==> src/rtl/sprite_compositor.sv <==
//------------------------------------------------------------------------------
// sprite_compositor
//
// Purpose:
//   Multi-sprite renderer for the VGA pixel path. Up to NUM_SPRITES
//   rectangular bitmaps are composed over a background colour for each active
//   pixel. Every sprite can be scaled by a power of two. Source pixels equal
//   to the TRANSPARENT colour key are not drawn. Channel 0 has the highest
//   priority. Sprite attributes are latched once per frame, so changes made
//   mid-frame only appear at the next FRAME_START.
//
//   Pipeline (one pixel per clock, 2 cycles from X/Y to RGB_OUT):
//     stage 0 : hit test and bitmap address (combinational), sent to MEM_ADDR
//     stage 1 : bitmap data returns, then opacity, priority and overlap
//     stage 2 : output registers (RGB_OUT, HIT_ID, RGB_VALID, COLLISION)
//
// Ports:
//   CLK          pixel clock
//   reset        synchronous, active-high reset
//   PIX_VALID    X_VGA/Y_VGA are inside the active area
//   X_VGA/Y_VGA  active-area column/row, 0-based
//   FRAME_START  one-cycle pulse before the first active pixel of a frame
//   SPR_EN       per-sprite enable
//   SPR_X/SPR_Y  per-sprite left/top edge, 10 bits per sprite
//   SPR_SHIFT    per-sprite scale exponent, 2 bits per sprite
//   MEM_ADDR     per-sprite bitmap read address (AW bits per sprite)
//   MEM_DATA     per-sprite bitmap data, one cycle after MEM_ADDR
//   RGB_OUT      composed pixel colour
//   RGB_VALID    PIX_VALID delayed by two cycles
//   HIT_ID       index of the drawn sprite, 7 for background
//   COLLISION    sticky overlap flag, cleared by FRAME_START
//------------------------------------------------------------------------------
module sprite_compositor #(
    parameter int NUM_SPRITES = 4,
    parameter int SPR_W = 40,
    parameter int SPR_H = 40,
    parameter int CW = 9,
    parameter int AW = 11,
    parameter logic [CW-1:0] TRANSPARENT = 9'h1C7,
    parameter logic [CW-1:0] BG_COLOR = 9'h000
) (
    input  logic                      CLK,
    input  logic                      reset,
    input  logic                      PIX_VALID,
    input  logic [9:0]                X_VGA,
    input  logic [9:0]                Y_VGA,
    input  logic                      FRAME_START,
    input  logic [NUM_SPRITES-1:0]    SPR_EN,
    input  logic [10*NUM_SPRITES-1:0] SPR_X,
    input  logic [10*NUM_SPRITES-1:0] SPR_Y,
    input  logic [2*NUM_SPRITES-1:0]  SPR_SHIFT,
    output logic [AW*NUM_SPRITES-1:0] MEM_ADDR,
    input  logic [CW*NUM_SPRITES-1:0] MEM_DATA,
    output logic [CW-1:0]             RGB_OUT,
    output logic                      RGB_VALID,
    output logic [2:0]                HIT_ID,
    output logic                      COLLISION
);

    // Range arithmetic is done at this width so that a sprite placed near the
    // right or bottom edge clips instead of wrapping its far edge back to 0.
    localparam int EXW = 16;
    localparam logic [EXW-1:0] W_EXT = EXW'(SPR_W);
    localparam logic [EXW-1:0] H_EXT = EXW'(SPR_H);
    localparam logic [AW-1:0]  W_ADDR = AW'(SPR_W);

    // Frame-latched copies of the sprite attributes.
    logic [NUM_SPRITES-1:0]    r_en;
    logic [10*NUM_SPRITES-1:0] r_x;
    logic [10*NUM_SPRITES-1:0] r_y;
    logic [2*NUM_SPRITES-1:0]  r_shift;

    // Stage 0 results.
    logic [NUM_SPRITES-1:0]    w_hit;
    logic [AW*NUM_SPRITES-1:0] w_addr;

    // Stage 1 registers.
    logic [NUM_SPRITES-1:0]    r_hit1;
    logic                      r_valid1;

    // Stage 1 combinational results.
    logic [NUM_SPRITES-1:0]    w_opaque;
    logic [CW-1:0]             w_selColor;
    logic [2:0]                w_selId;
    logic                      w_seen;
    logic                      w_multi;

    // Attributes are sampled only on FRAME_START so the whole frame renders
    // with one consistent set; reset disables every sprite.
    always_ff @(posedge CLK) begin
        if (reset) begin
            r_en    <= '0;
            r_x     <= '0;
            r_y     <= '0;
            r_shift <= '0;
        end else if (FRAME_START) begin
            r_en    <= SPR_EN;
            r_x     <= SPR_X;
            r_y     <= SPR_Y;
            r_shift <= SPR_SHIFT;
        end
    end

    // Per-sprite hit test and address generation. The offsets inside the
    // sprite are shifted right by the scale exponent to index the source
    // bitmap. The address is forced to 0 whenever the pixel misses, and the
    // hit is suppressed while reset is asserted so MEM_ADDR reads 0 then.
    for (genvar g = 0; g < NUM_SPRITES; g++) begin : g_spr
        logic [1:0]     w_s;
        logic [EXW-1:0] w_x0;
        logic [EXW-1:0] w_y0;
        logic [EXW-1:0] w_px;
        logic [EXW-1:0] w_py;
        logic [EXW-1:0] w_xEnd;
        logic [EXW-1:0] w_yEnd;
        logic [EXW-1:0] w_dx;
        logic [EXW-1:0] w_dy;
        logic [AW-1:0]  w_col;
        logic [AW-1:0]  w_row;
        logic [AW-1:0]  w_lin;
        logic           w_inX;
        logic           w_inY;
        logic           w_hitG;

        assign w_s    = r_shift[2*g +: 2];
        assign w_x0   = EXW'(r_x[10*g +: 10]);
        assign w_y0   = EXW'(r_y[10*g +: 10]);
        assign w_px   = EXW'(X_VGA);
        assign w_py   = EXW'(Y_VGA);
        assign w_xEnd = w_x0 + (W_EXT << w_s);
        assign w_yEnd = w_y0 + (H_EXT << w_s);

        assign w_inX  = (w_px >= w_x0) && (w_px < w_xEnd);
        assign w_inY  = (w_py >= w_y0) && (w_py < w_yEnd);
        assign w_hitG = r_en[g] && PIX_VALID && !reset && w_inX && w_inY;

        // Offsets are only meaningful on a hit; misses are masked below.
        assign w_dx  = w_px - w_x0;
        assign w_dy  = w_py - w_y0;
        assign w_col = AW'(w_dx >> w_s);
        assign w_row = AW'(w_dy >> w_s);
        assign w_lin = w_row * W_ADDR + w_col;

        assign w_hit[g]              = w_hitG;
        assign w_addr[AW*g +: AW]    = w_hitG ? w_lin : '0;

        // Stage 1 opacity: a transparent source pixel counts as no hit.
        assign w_opaque[g] = r_hit1[g] && (MEM_DATA[CW*g +: CW] != TRANSPARENT);
    end

    assign MEM_ADDR = w_addr;

    // Stage 1 register: hit bits line up with the bitmap data that the
    // memories return on the following cycle.
    always_ff @(posedge CLK) begin
        if (reset) begin
            r_hit1   <= '0;
            r_valid1 <= 1'b0;
        end else begin
            r_hit1   <= w_hit;
            r_valid1 <= PIX_VALID;
        end
    end

    // Fixed-priority select: the first opaque channel from index 0 upward
    // wins. Any further opaque channel on the same pixel marks an overlap.
    always_comb begin
        w_selColor = BG_COLOR;
        w_selId    = 3'd7;
        w_seen     = 1'b0;
        w_multi    = 1'b0;
        for (int i = 0; i < NUM_SPRITES; i++) begin
            if (w_opaque[i]) begin
                if (w_seen) begin
                    w_multi = 1'b1;
                end else begin
                    w_selColor = MEM_DATA[CW*i +: CW];
                    w_selId    = 3'(i);
                end
                w_seen = 1'b1;
            end
        end
    end

    // Output registers. Invalid pixels never hit, so they fall through to
    // the background colour and the background id.
    always_ff @(posedge CLK) begin
        if (reset) begin
            RGB_OUT   <= BG_COLOR;
            HIT_ID    <= 3'd7;
            RGB_VALID <= 1'b0;
        end else begin
            RGB_OUT   <= w_selColor;
            HIT_ID    <= w_selId;
            RGB_VALID <= r_valid1;
        end
    end

    // Sticky collision flag. A set in the same cycle as the FRAME_START clear
    // takes precedence so an overlap on the boundary is not lost.
    always_ff @(posedge CLK) begin
        if (reset) begin
            COLLISION <= 1'b0;
        end else if (w_multi) begin
            COLLISION <= 1'b1;
        end else if (FRAME_START) begin
            COLLISION <= 1'b0;
        end
    end

endmodule

==> config.mk <==
export PLATFORM = sky130hd
export DESIGN_NAME = sprite_compositor
export DESIGN_NICKNAME = d
export VERILOG_FILES = /design/src/rtl/sprite_compositor.sv
export SDC_FILE = /design/constraint.sdc
export NUM_CORES = 1
export LEC_CHECK = 0
export BUFFER_PORTS_ARGS = -buffer_cell sky130_fd_sc_hd__buf_2
export CORE_MARGIN = 2
export CORE_UTILIZATION = 58
export DETAILED_ROUTE_END_ITERATION = 7
export PLACE_DENSITY = 0.81
export SLEW_MARGIN = 20
export SYNTH_ARGS = -nofsm -noshare
export SYNTH_HDL_FRONTEND = slang
export SYNTH_SLANG_ARGS = --single-unit
==> constraint.sdc <==
create_clock -name CLK -period 6.71 [get_ports CLK]
set_clock_uncertainty 0.1 [all_clocks]
set_input_delay 0.3355 -clock CLK [delete_from_list [all_inputs] [get_ports CLK]]
set_output_delay 0.3355 -clock CLK [all_outputs]
set_load 0.03 [all_outputs]
==> impl_metrics.tcl <==
set metrics [dict create \
    cts-root-buf "clkbuf_16" \
    antenna_found_initial 2 \
    area_growth_pct 11.1 \
    cp.required_ns 6.27 \
    rsz0062_at_grt "false" \
    grt-ovfl-total 0 \
    switching_share 0.432 \
    grt.total_usage 0.292 \
    nets 2311 \
    nFillCells 2063 \
    synth_adder_area_share 0.246 \
    crit_start "Y_VGA[0]" \
    irDropWorstVdd_uv 233 \
    cts_buffer_depth 2 \
    routedWlPerCell_um 17.4 \
    min_from "SPR_Y[22]" \
    seq_area_frac_synth 0.154 \
    worst_pin_slew_ns 0.937 \
    cts_setup_buffers 0 \
    powerDensity_nw_per_um2 239 \
    outcome "complete, no violations" \
    p_leak_nw 7.89 \
    netlist_instances 1717 \
    drtIter0Drc 875 \
    critPathKind "input port to output port" \
    drt_pre_antenna_iters 5 \
    drt_wl_total_um 38600 \
    drive_gt1_frac 0.157 \
    io_buffers 209 \
    cp-end-kind "output port" \
    finalSetupTns_ns 0 \
    clk_pin_slew_ns 0.09 \
    numCtsBuffers 9 \
    synth-xor-area-share 0.0872 \
    dp_hpwl_um 30500 \
    crit_arrival_ns 5.66 \
    initial_utilization 0.592 \
    hold_path.class "input port to register" \
    fmax_ghz 0.164 \
    die_area_um2 26100 \
    p_clk_frac 0.147 \
    timing.rr.start "r_shift[0]$_SDFFE_PP0P_" \
    synth_nets 2137 \
    via_per_inst 5.86 \
    async_flop_share 0 \
    clkSinkCount 111 \
    place_ws_ns 0.658 \
    post_synth.cell_area_avg_um2 8.39 \
    cts_tree "built" \
    clk_latency_ns 0.38 \
    grt_pass1_wl_um 61700 \
    io_pins 210 \
    power.switching_w 0.00166 \
    dominantRegCellSynth "dfxtp_1" \
    slew-limit-headroom 0.370 \
    synth-compound-area-share 0.190 \
    grt_start_max_net_pins 66 \
    htreeDepth 3 \
    synth_cell_types 78 \
    final.min_clock_period_ns 6.09 \
    globalplace.congestion 0.951 \
    fin_crit_sh 0.908 \
    finalSetupViolCount 0 \
    seq_power_share 0.191 \
    layout_commonest_cell "ha_1" \
    synth_top_family_by_area "adder cells" \
    layout_common_cells "ha_1 (244), nor2_1 (223), buf_2 (207)" \
    p_comb_frac 0.662 \
    drc 0 \
    synthMuxAreaShare 0.143 \
    internal_power_w 0.00218 \
    ant_nets 0 \
    yosys_warnings 0 \
    hold_viol 0 \
    synth_edf_count 0 \
    cts_repair_resize_count 0 \
    vias 13000 \
    num_rows 57 \
    core-area_um2 24300 \
    synthSimpleGateAreaFrac 0.128 \
    critPathMaxFanout 4 \
    startpoint_type "input port" \
    grt_pass1_vias 12800 \
    drv_slew 0 \
    max_cap_viol_count 0 \
    ys_top_cells_by_area "ha_1 (21%), dfxtp_1 (15%), mux2i_1 (11%)" \
    synth_area_um2 14400 \
    ys_seq_elements 111 \
    setup_ws_ns 0.615 \
    die_h_um 162 \
    synth_top_cell_area_share 0.212 \
    cts.hold.buffers_added 0 \
    die_w_um 162 \
    yosys.area.top_type "ha_1" \
]
==> per-stage QoR <==
| step | power (W) | area [µm²] | utilization | instances | hold WS, ns |
|---|---|---|---|---|---|
| finish | 0.00383 | 16000 | 0.658 | 2222 | 0.0846 |
| global route | 0.00416 | 16000 | 0.658 | 2222 | 0.0973 |
| CTS | 0.00383 | 16000 | 0.658 | 2220 | 0.0806 |
| detailed placement | 0.00325 | 15700 | 0.646 | 2204 | 0.358 |
| global placement | 0.00317 | 15700 | 0.646 | 2204 | 0.353 |
| floorplan | 0.00277 | 14400 | - | 1717 | 0.314 |
==> state kept, by name, summed over array words and instances (netlist names) <==
register   flops
r_en           4
RGB_OUT        9
HIT_ID         3
r_x           40
r_shift        8
COLLISION      1
r_hit1         4
r_y           40
RGB_VALID      1
r_valid1       1
==> worst max-delay path, stage by stage <==
cell,delay (ns)
buf_2,0.10
inv_1,0.32
ha_1,0.24
inv_1,0.06
fa_1,0.40
a21o_1,0.20
a21oi_2,0.21
o21bai_1,0.11
a21oi_2,0.15
xnor2_1,0.18
mux2i_1,0.13
mux2i_1,0.23
ha_1,0.28
ha_1,0.23
fa_1,0.41
xor2_1,0.18
ha_1,0.34
or2_2,0.31
a21oi_1,0.14
a21oi_1,0.07
xnor2_1,0.15
xnor2_1,0.25
xnor2_2,0.15
xnor2_1,0.12
and2_1,0.15
buf_2,0.20
==> power groups by stage <==
stage | clock (W) | combinational (W) | sequential (W)
floorplan | 0 | 0.00205 | 0.000728
global placement | 0 | 0.00242 | 0.000744
detailed placement | 0 | 0.00250 | 0.000745
CTS | 0.000568 | 0.00253 | 0.000730
global route | 0.000591 | 0.00284 | 0.000735
finish | 0.000564 | 0.00254 | 0.000731
==> cell families (layout without fill, tap and decap cells) <==
family / after synthesis / count (layout)
DFF: 111 / 111
xor gates and xnor gates: 141 / 141
other: 0 / 2
AOI/OAI and AO/OA: 408 / 408
adders and majority gates: 269 / 269
buffers and inverters: 193 / 372
and+or+nand+nor: 405 / 405
muxes: 190 / 190
==> Yosys cell counts, types with 12 or more instances <==
master	number
o21a_1	22
a21o_1	66
nor3_1	20
ha_1	244
inv_1	139
buf_1	13
nor2b_1	27
xor2_1	49
nand4_1	14
nand2b_1	15
clkbuf_1	37
o21ai_0	60
and2_1	15
a21oi_1	119
o21bai_1	23
dfxtp_1	111
mux2_2	17
nand2_1	47
nor2_1	223
fa_1	24
mux2i_1	162
xnor2_1	90
o211ai_1	12
a211oi_1	18
==> area by class of cell <==
cell class | count | area, µm² | share of cell area
inverter | 140 | 526 | 0.0328
multi-input combinational | 1413 | 11400 | 0.716
timing repair buffer | 216 | 1100 | 0.0690
clock inverter | 6 | 51.3 | 0.00321
antenna | 2 | 5.00 | 0.000313
tap | 324 | 405 | 0.0253
sequential | 111 | 2220 | 0.139
clock buffer | 10 | 239 | 0.0149
==> worst paths after layout <==
| path | end | slack (ns) | cells past startpoint |
|---|---|---|---|
| min | r_y[22]$_SDFFE_PP0P_ | 0.08 | 3 |
| max reg2reg | r_hit1[0]$_SDFF_PP0_ | 1.96 | 15 |
| min reg2reg | COLLISION$_SDFFE_PP0P_ | 0.38 | 2 |
| max | MEM_ADDR[43] | 0.62 | 26 |
==> per-layer routing <==
| layer | wire, µm | up-vias | track usage | share of wire |
|---|---|---|---|---|
| met5 | 0 | - | 0 | 0 |
| met2 | 18300 | 388 | 0.504 | 0.47 |
| met3 | 2030 | 88 | 0.0413 | 0.053 |
| met1 | 16800 | 6070 | 0.363 | 0.43 |
| li1 | - | 6477 | - | - |
| met4 | 1510 | 0 | 0.127 | 0.039 |
No activity file was read; power rests on OpenSTA's default activity.
